===== src/rtl/ct_lsu_st_wb_cmplt_sched.sv =====
// Store WB completion scheduler: arbitrates DA completions against a
// small WMB completion queue, with starvation forcing of WMB.
module ct_lsu_st_wb_cmplt_sched #(
  parameter int DEPTH        = 4,
  parameter int PTR_W        = 2,
  parameter int STARVE_LIMIT = 3
) (
  input  logic             ctrl_st_clk,
  input  logic             cpurst_b,
  input  logic             rtu_yy_xx_flush,
  input  logic             st_da_cmplt_req,
  input  logic [6:0]       st_da_iid,
  input  logic             st_da_expt_vld,
  input  logic             st_da_spec_fail,
  input  logic             st_da_bkpta_data,
  input  logic             st_da_bkptb_data,
  input  logic             wmb_cmplt_req,
  input  logic [6:0]       wmb_iid,
  input  logic             wmb_inst_flush,
  input  logic             wmb_spec_fail,
  input  logic             wmb_bkpta_data,
  input  logic             wmb_bkptb_data,
  output logic             sched_wmb_cmplt_grnt,
  output logic             sched_st_da_stall,
  output logic             sched_wb_vld,
  output logic             sched_wb_src_wmb,
  output logic [6:0]       sched_wb_iid,
  output logic             sched_wb_expt_vld,
  output logic             sched_wb_flush,
  output logic             sched_wb_spec_fail,
  output logic             sched_wb_bkpta_data,
  output logic             sched_wb_bkptb_data,
  output logic [PTR_W:0]   sched_q_cnt
);

  localparam logic [2:0] LIMIT = 3'(STARVE_LIMIT);

  logic [10:0]    r_q [DEPTH];
  logic [PTR_W:0] r_wr_ptr;
  logic [PTR_W:0] r_rd_ptr;
  logic [2:0]     r_starve_cnt;

  logic        w_full;
  logic        w_empty;
  logic        w_force;
  logic        w_sel_wmb;
  logic        w_sel_da;
  logic        w_grnt;
  logic        w_deq;
  logic [10:0] w_head;

  assign w_empty = (r_wr_ptr == r_rd_ptr);
  assign w_full  = (r_wr_ptr[PTR_W-1:0] == r_rd_ptr[PTR_W-1:0])
                 & (r_wr_ptr[PTR_W] != r_rd_ptr[PTR_W]);
  assign w_force = !w_empty & (r_starve_cnt == LIMIT);
  assign w_sel_wmb = w_force | (!st_da_cmplt_req & !w_empty);
  assign w_sel_da  = !w_force & st_da_cmplt_req;
  assign w_grnt  = wmb_cmplt_req & !w_full & !rtu_yy_xx_flush;
  assign w_deq   = w_sel_wmb & !rtu_yy_xx_flush;
  assign w_head  = r_q[r_rd_ptr[PTR_W-1:0]];

  assign sched_wmb_cmplt_grnt = w_grnt;
  assign sched_st_da_stall    = w_force & st_da_cmplt_req;
  assign sched_q_cnt          = r_wr_ptr - r_rd_ptr;

  // Payload is forced to zero whenever nothing valid is presented
  always_comb begin
    sched_wb_vld        = 1'b0;
    sched_wb_src_wmb    = 1'b0;
    sched_wb_iid        = 7'd0;
    sched_wb_expt_vld   = 1'b0;
    sched_wb_flush      = 1'b0;
    sched_wb_spec_fail  = 1'b0;
    sched_wb_bkpta_data = 1'b0;
    sched_wb_bkptb_data = 1'b0;
    if (!rtu_yy_xx_flush) begin
      unique case (1'b1)
        w_sel_wmb: begin
          sched_wb_vld        = 1'b1;
          sched_wb_src_wmb    = 1'b1;
          sched_wb_iid        = w_head[10:4];
          sched_wb_flush      = w_head[3] | w_head[2];
          sched_wb_spec_fail  = w_head[2];
          sched_wb_bkpta_data = w_head[1];
          sched_wb_bkptb_data = w_head[0];
        end
        w_sel_da: begin
          sched_wb_vld        = 1'b1;
          sched_wb_iid        = st_da_iid;
          sched_wb_expt_vld   = st_da_expt_vld;
          sched_wb_flush      = st_da_spec_fail;
          sched_wb_spec_fail  = st_da_spec_fail;
          sched_wb_bkpta_data = st_da_bkpta_data;
          sched_wb_bkptb_data = st_da_bkptb_data;
        end
        default: ;
      endcase
    end
  end

  always_ff @(posedge ctrl_st_clk) begin
    if (w_grnt)
      r_q[r_wr_ptr[PTR_W-1:0]] <= {wmb_iid, wmb_inst_flush,
                                   wmb_spec_fail, wmb_bkpta_data,
                                   wmb_bkptb_data};
  end

  always_ff @(posedge ctrl_st_clk or negedge cpurst_b) begin
    if (!cpurst_b) begin
      r_wr_ptr <= '0;
      r_rd_ptr <= '0;
    end else if (rtu_yy_xx_flush) begin
      r_wr_ptr <= '0;
      r_rd_ptr <= '0;
    end else begin
      if (w_grnt)
        r_wr_ptr <= r_wr_ptr + 1'b1;
      if (w_deq)
        r_rd_ptr <= r_rd_ptr + 1'b1;
    end
  end

  // Counts consecutive DA wins while WMB entries wait
  always_ff @(posedge ctrl_st_clk or negedge cpurst_b) begin
    if (!cpurst_b)
      r_starve_cnt <= 3'd0;
    else if (rtu_yy_xx_flush | w_empty | w_deq)
      r_starve_cnt <= 3'd0;
    else if (w_sel_da & (r_starve_cnt != LIMIT))
      r_starve_cnt <= r_starve_cnt + 3'd1;
  end

endmodule


===== config.mk =====
export PLATFORM = sky130hd
export DESIGN_NAME = ct_lsu_st_wb_cmplt_sched
export DESIGN_NICKNAME = d
export VERILOG_FILES = /design/src/rtl/ct_lsu_st_wb_cmplt_sched.sv
export SDC_FILE = /design/constraint.sdc
export NUM_CORES = 1
export LEC_CHECK = 0
export ABC_AREA = 1
export ABC_CLOCK_PERIOD_IN_PS = 2100
export CAP_MARGIN = 5
export CORE_UTILIZATION = 40
export CTS_BUF_LIST = sky130_fd_sc_hd__clkbuf_2 sky130_fd_sc_hd__clkbuf_4 sky130_fd_sc_hd__clkbuf_8
export CTS_CLUSTER_SIZE = 10
export DETAILED_ROUTE_END_ITERATION = 6
export PLACE_DENSITY = 0.7
export SYNTH_ARGS = -nofsm -noshare
export SYNTH_HDL_FRONTEND = slang
export SYNTH_SLANG_ARGS = --single-unit

===== constraint.sdc =====
create_clock -name ctrl_st_clk -period 2.1 [get_ports ctrl_st_clk]
set_clock_uncertainty 0.05 [all_clocks]
set_input_delay 0.42 -clock ctrl_st_clk [delete_from_list [all_inputs] [get_ports ctrl_st_clk]]
set_output_delay 0.42 -clock ctrl_st_clk [all_outputs]
set_load 0.05 [all_outputs]

==> run metrics, run 1 <==
status=complete, but fails checks; violated checks=setup timing; P&R area growth vs syn=59.3%; Max-Cap Viols=0; TritonCTS clock tree=built; DRC=0; Net Sw Frac=0.332; placer congestion estimate=around 0.79; RSZ-0062 raised after global routing=true; CTS root buf=clkbuf_8; Synth Cell Area=approximately 2500 µm²; Core Box Area=roughly 6000 µm²; crit path capture type=output port; WP data required=1630 ps; 1st-iter DRT viols=95; Slew Viols, Final=0; CP Launch Type=flip-flop; Place WS=-310 ps; Post-Layout Cell Count=413; Reg power frac=0.418; Seq cells post-synth=53; crit-path max cell delay=around 440 ps; clock share of power=0.196; initial antenna violation count=0; fraction of layout cells with a size suffix above 1=0.367; top cells by count, synth=55 x nand2_1, 45 x nor2_1, 44 x edfxtp_1; nets=~370; Synth top area share=0.526; Tcrit/Tclk final=1.12; clock tree sinks=53; EDFF count, synth=44; vias per cell=5.03; routed via count=~2100; Fin. Hold Viols=0; Setup-failing EPs final=17; fillers=438; Max Freq=425 MHz; Internal=1.91 mW; Die H=between 80 and 90 µm; clk slew on worst S/H paths=about 100 ps; total gr overflow=0; Slew @ Worst Pin=about 470 ps; final worst slack=-256 ps; WL per Instance=roughly 15 µm; CTS Hold Bufs=0; Port Buffer Count=45; die area=between 6000 and 7000 µm²; GRT Total Usage=0.215; Mapped Nets=roughly 290; DP HPWL=approximately 4000 µm; crit path kind=reg2out; clk buf depth=2; starting density of the core=0.419; combinational share of power=0.386; Finished Cell Area=about 4000 µm²; synth top area cells=edfxtp_1 53%, dfrtp_1 9.0%, nand2_1 8.2%, nor2_1 6.7%, nand3_1 4.6%; Yosys cell types=26; DP Cell Count=just under 400; CTS Buf Count=5; Worst-Skew Late Latency=300 ps; Slew HR=0.685; area leader, netlist=edfxtp_1; asr flop ratio synth=0.170; number of global-route vias before repair=around 2100; Final min period=around 2400 ps; first-pass GRT wire length=around 10000 µm; DP Area=around 3600 µm²; most common cell in the netlist=nand2_1; Synth Instances=248; CP max-delay cell=dfrtp_1; Crit path buffers/inverters=3; H-tree depth=2; HP Class=in2async; pin count of the biggest net entering global routing=27; Avg Inst Size Synth=around 10 µm²; Sw Pwr=0.947 mW; Seq/Total Area, Yosys=0.616; crit path max fanout=6; Cell Chain, Critical Path=ha_4, nand2_2, inv_2, nand3_4, nand2_4, nor2_4, buf_12, nand2_4, nand2_4, buf_12; crit path DAT=1890 ps; family with the most delay on the worst path=simple AND/OR/NAND/NOR gates; final core utilization=0.667; post-route ant nets=0; DRT Wirelength=6380 µm; DIE WIDTH=81.2 µm; leakage power=between 1.5 and 2 nW; YS warnings=0; number of diodes=0; num rows=28; peak supply drop=0.000428 V; Most used DFF post-synth=edfxtp_1; DRT Pass-1 Iters=6; PwrDens=a little over 700 nW/µm²; Ports=between 40 and 50; crit-path most repeated cell=nand2_4
## kinds of logic after synthesis
| kind of cell | count (synthesis) | share of synthesized area |
|---|---|---|
| DFF | 53 | 0.616 |
| xor gates and xnor gates | 3 | 0.0105 |
| and+or+nand+nor | 131 | 0.224 |
| adders and majority gates | 10 | 0.0528 |
| buffers and inverters | 29 | 0.0523 |
| AOI/OAI and AO/OA | 22 | 0.0444 |
## stage by stage
step / hold slack (ps) / power [mW] / setup TNS (ps)
5_1_grt: 401 / 2.99 / -4530
3_5_place_dp: 381 / 2.14 / -5270
4_1_cts: 380 / 2.84 / -3060
3_3_place_gp: 373 / 2.13 / -4280
6_report: 380 / 2.86 / -3120
2_1_floorplan: 74.4 / 1.73 / -2080
## worst reg2reg max path, cell delays in order (launching register included)
cell	delay [ps]
dfrtp_1	440
ha_4	250
nand2_2	60
inv_2	40
buf_4	150
nand3_4	80
nand3_4	80
buf_4	160
nor2_1	160
buf_4	210
## layout make-up
class | instances | area [µm²] | share of cell area
repair buffers | 93 | 1060 | 0.266
well taps | 75 | 93.8 | 0.0235
clock inverters | 3 | 17.5 | 0.00438
flip-flops and latches | 53 | 1550 | 0.387
inverters | 18 | 72.6 | 0.0182
clock buffers | 5 | 68.8 | 0.0172
multi-input cells | 166 | 1140 | 0.284
## state kept, by name (all words and copies together) (netlist names)
signal,flops
r_starve_cnt,3
r_rd_ptr,3
r_q,44
r_wr_ptr,3
## cell usage in the layout (no fill, tap or decap), drive strengths merged
cell and instances:
buf 66, nand2 57, nor2 46, edfxtp 44, clkdlybuf4s50 26, nand3 24
o21ai 21, inv 18, dfrtp 9, ha 9, clkbuf 6, xor2 2
nand4 2, clkinv 2, or2 1, xnor2 1, and3 1, a31oi 1
fa 1, clkinvlp 1
## worst paths after layout
| kind | from | end | slack, ps | cells past startpoint |
|---|---|---|---|---|
| hold / removal | cpurst_b | r_starve_cnt[1] | 380 | 1 |
| hold reg to reg | r_starve_cnt[0] | r_starve_cnt[0] | 480 | 2 |
| max in group asynchronous | cpurst_b | r_rd_ptr[2] | 1300 | 1 |
| setup / recovery | r_wr_ptr[1] | sched_wb_flush | -260 | 10 |
| min in group ctrl_st_clk | r_starve_cnt[0] | r_starve_cnt[0] | 480 | 2 |
| setup reg to reg | r_wr_ptr[1] | r_q[3][8] | 140 | 9 |
## metal layers
| metal | track usage | vias to the layer above | part of all wire |
|---|---|---|---|
| met3 | 0.0449 | 6 | 0.060 |
| li1 | - | 1005 | - |
| met4 | 0.0643 | 0 | 0.012 |
| met2 | 0.396 | 77 | 0.53 |
| met1 | 0.248 | 991 | 0.39 |
| met5 | 0 | - | 0 |
## power groups by stage
stage | sequential, mW | combinational, mW | clock (mW)
2_1_floorplan | 1.21 | 0.516 | 0
3_3_place_gp | 1.21 | 0.914 | 0
3_5_place_dp | 1.21 | 0.923 | 0
4_1_cts | 1.19 | 1.08 | 0.572
5_1_grt | 1.20 | 1.18 | 0.614
6_report | 1.19 | 1.10 | 0.560
## what timing repair did
action / 4_1_cts / 5_1_grt
endpoints found under the setup margin: 18 / 18
hold endpoints to repair: 0 / 0
cloned: 1 / 0
setup buffers: 11 / 5
gates resized for setup: 46 / 4
pin swaps: 7 / 6
Note: power is estimated with default switching activity, not from simulation.
==> run 2, diff against run 1 <==
--- a/config.mk
+++ b/config.mk
@@ -12,6 +12,7 @@
 export CTS_BUF_LIST = sky130_fd_sc_hd__clkbuf_2 sky130_fd_sc_hd__clkbuf_4 sky130_fd_sc_hd__clkbuf_8
 export CTS_CLUSTER_SIZE = 10
 export DETAILED_ROUTE_END_ITERATION = 6
+export GPL_ROUTABILITY_DRIVEN = 0
 export PLACE_DENSITY = 0.7
 export SYNTH_ARGS = -nofsm -noshare
 export SYNTH_HDL_FRONTEND = slang
==> results of run 2 <==
Final layout, timing and power as in run 1 (identical DEF).
==> run 3, diff against run 2 <==
--- a/config.mk
+++ b/config.mk
@@ -8,12 +8,14 @@
 export ABC_AREA = 1
 export ABC_CLOCK_PERIOD_IN_PS = 2100
 export CAP_MARGIN = 5
+export CORE_MARGIN = 2
 export CORE_UTILIZATION = 40
 export CTS_BUF_LIST = sky130_fd_sc_hd__clkbuf_2 sky130_fd_sc_hd__clkbuf_4 sky130_fd_sc_hd__clkbuf_8
 export CTS_CLUSTER_SIZE = 10
 export DETAILED_ROUTE_END_ITERATION = 6
 export GPL_ROUTABILITY_DRIVEN = 0
 export PLACE_DENSITY = 0.7
+export SLEW_MARGIN = 0
 export SYNTH_ARGS = -nofsm -noshare
 export SYNTH_HDL_FRONTEND = slang
 export SYNTH_SLANG_ARGS = --single-unit
==> run 3 against run 2 <==
Compared with the run above:
- the flow still finishes with violations (setup timing)
- flip-flop and latch count stayed put
- die area is 5.0% higher
- final cell count is 0.97% lower
- critical path type unchanged
- clock power is 24% higher
- core utilization is 0.25 points lower
- total power is 4.0% higher
- highest routed layer unchanged
- worst setup slack better by 7.9 ps
- routed wire length is 8.6% lower
==> run metrics, run 3 (synthesis results as in run 1) <==
status=complete, but fails checks; violated checks=setup timing; DRT Pass-1 Iters=4 (-2); WL per Instance=14.3 µm (-7.7%); fillers=441 (+0.68%); Slew HR=0.723 (+0.0384); nets=370 (-1.1%); Slew @ Worst Pin=414 ps (-57.4 ps); Worst-Skew Late Latency=310 ps (about the same); Cell Chain, Critical Path=inv_2, ha_4, nand2_2, inv_2, nand3_4, nand2_4, nor2_4, buf_12, nand2_1, nand2_4, buf_12; P&R area growth vs syn=58.7%; final core utilization=0.665 (-0.00251); DIE WIDTH=83.2 µm (+2.5%); initial antenna violation count=0 (unchanged); GR Layer Usage met2=0.287 (-0.108); post-route ant nets=0 (unchanged); crit-path max cell delay=410 ps (-30 ps); CP max-delay cell=dfrtp_1; Max-Cap Viols=0 (unchanged); Slew Viols, Final=0 (unchanged); routed via count=2020 (-2.8%); number of diodes=0 (unchanged); DRC=0 (unchanged); most frequent cells in the layout=44 x edfxtp_1, 40 x nor2_1, 35 x nand2_1; die area=6920 µm² (+5.0%); Tcrit/Tclk final=1.12 (-0.00375); Crit path buffers/inverters=4 (+1); RSZ-0062 raised after global routing=true; Setup-failing EPs final=18 (+1); family with the most delay on the worst path=simple AND/OR/NAND/NOR gates; met1 Usage GRT=0.211 (-0.0367); CTS root buf=clkbuf_8; fraction of layout cells with a size suffix above 1=0.368 (+0.00140); max reg flops=44 (unchanged); vias per cell=4.94 (-1.9%); starting density of the core=0.419 (unchanged); Ports=46 (unchanged); DRT Wirelength=5830 µm (-8.6%); pin count of the biggest net entering global routing=27 (unchanged); setup_tns=-3300 ps (-179 ps); CP Launch Type=flip-flop; num rows=28 (unchanged); leakage power=1.63 nW (-3.1%); met3 usage=0.0447 (-0.000212); Final min period=2350 ps (-7.88 ps); Max Freq=426 MHz (+0.34%); total gr overflow=0 (unchanged); crit path capture type=output port; GRT Total Usage=0.170 (-0.0448); final worst slack=-248 ps (+7.88 ps); crit path DAT=1880 ps (about the same); first-pass GRT wire length=9380 µm (-8.5%); peak supply drop=0.000499 V (+17%); DP HPWL=4000 µm (-2.6%); CTS Buf Count=5 (unchanged); Fin. Hold Viols=0 (unchanged); number of global-route vias before repair=1945 (-6.0%); Core Box Area=5990 µm² (unchanged); TritonCTS clock tree=built; HP Class=in2async; H-tree depth=2 (unchanged); crit path kind=reg2out; Place WS=-283 ps (+26.5 ps); WP data required=1630 ps (about the same); DP Area=3590 µm² (+0.56%); busiest layer in global routing=met2; Die H=83.2 µm (+2.5%); clock tree sinks=53 (unchanged); 1st-iter DRT viols=125 (+32%); Finished Cell Area=3980 µm² (-0.38%); clk buf depth=2 (unchanged); most common cell after layout, fill and taps aside=edfxtp_1; crit path max fanout=12 (+6); Port Buffer Count=45 (unchanged); PwrDens=746 nW/µm² (+4.4%); clk slew on worst S/H paths=90 ps (about the same)
run 3: changes by cell type in the layout (fill, tap and decap cells not counted), sizes merged:
cell      change
buf           -3
bufinv        +1
clkbuf        -1
clkinv        -1
clkinvlp      -1
inv           +1
run 3: per-layer routing:
metal,vias to the layer above,share of wire
met5,-,0
met4,0,0.014
met3,6,0.053
met2,58,0.50
met1,960,0.43
li1,996,-
run 3: worst register-to-register path: cells and delay by family (launching register included):
family / cells / cell delay, ps
simple gates: 4 / 340
fa+ha+maj: 1 / 210
flops: 1 / 410
buf+inv: 6 / 760
run 3: power by group:
group	total, mW	switching (mW)	internal, mW	leakage (nW)
clock	0.692	0.335	0.357	0.0585
combinational	1.08	0.577	0.508	1.05
sequential	1.19	0.0174	1.18	0.523
total	2.97	0.929	2.04	1.63
run 3: repair_timing:
action / 4_1_cts / 5_1_grt
setup endpoints to repair: 25 / 18
hold buffers: 0 / 0
pin swaps: 6 / 5
resized for setup: 32 / 16
buffers inserted: 6 / 5
run 3: path summary, 6_finish.rpt:
check	startpoint	cells after the start	endpoint	slack, ps
worst max-delay path	r_wr_ptr[0]	11	sched_wb_bkptb_data	-250
worst min-delay path	cpurst_b	1	r_wr_ptr[2]	350
worst max register to register	r_wr_ptr[0]	11	r_q[0][3]	60
worst min register to register	r_starve_cnt[0]	1	r_starve_cnt[0]	400
max in group asynchronous	cpurst_b	1	r_starve_cnt[0]	1360
min in group ctrl_st_clk	r_starve_cnt[0]	1	r_starve_cnt[0]	400
run 3: area by class of cell:
| type | instances | area (µm²) | area share |
|---|---|---|---|
| clock inverter | 3 | 43.8 | 0.0110 |
| timing repair buffer | 89 | 1050 | 0.263 |
| inverter | 18 | 75.1 | 0.0189 |
| multi-input combinational | 166 | 1110 | 0.278 |
| clock buffer | 5 | 68.8 | 0.0173 |
| sequential | 53 | 1550 | 0.388 |
| tap | 75 | 93.8 | 0.0236 |
run 3: through the flow:
stage / hold slack, ps / cells / total power [mW]
global placement: 372 / 390 / 2.15
global route: 382 / 409 / 3.10
detailed placement: 398 / 390 / 2.16
CTS: 361 / 404 / 2.94
finish: 350 / 409 / 2.97
floorplan: 74.4 / 248 / 1.73
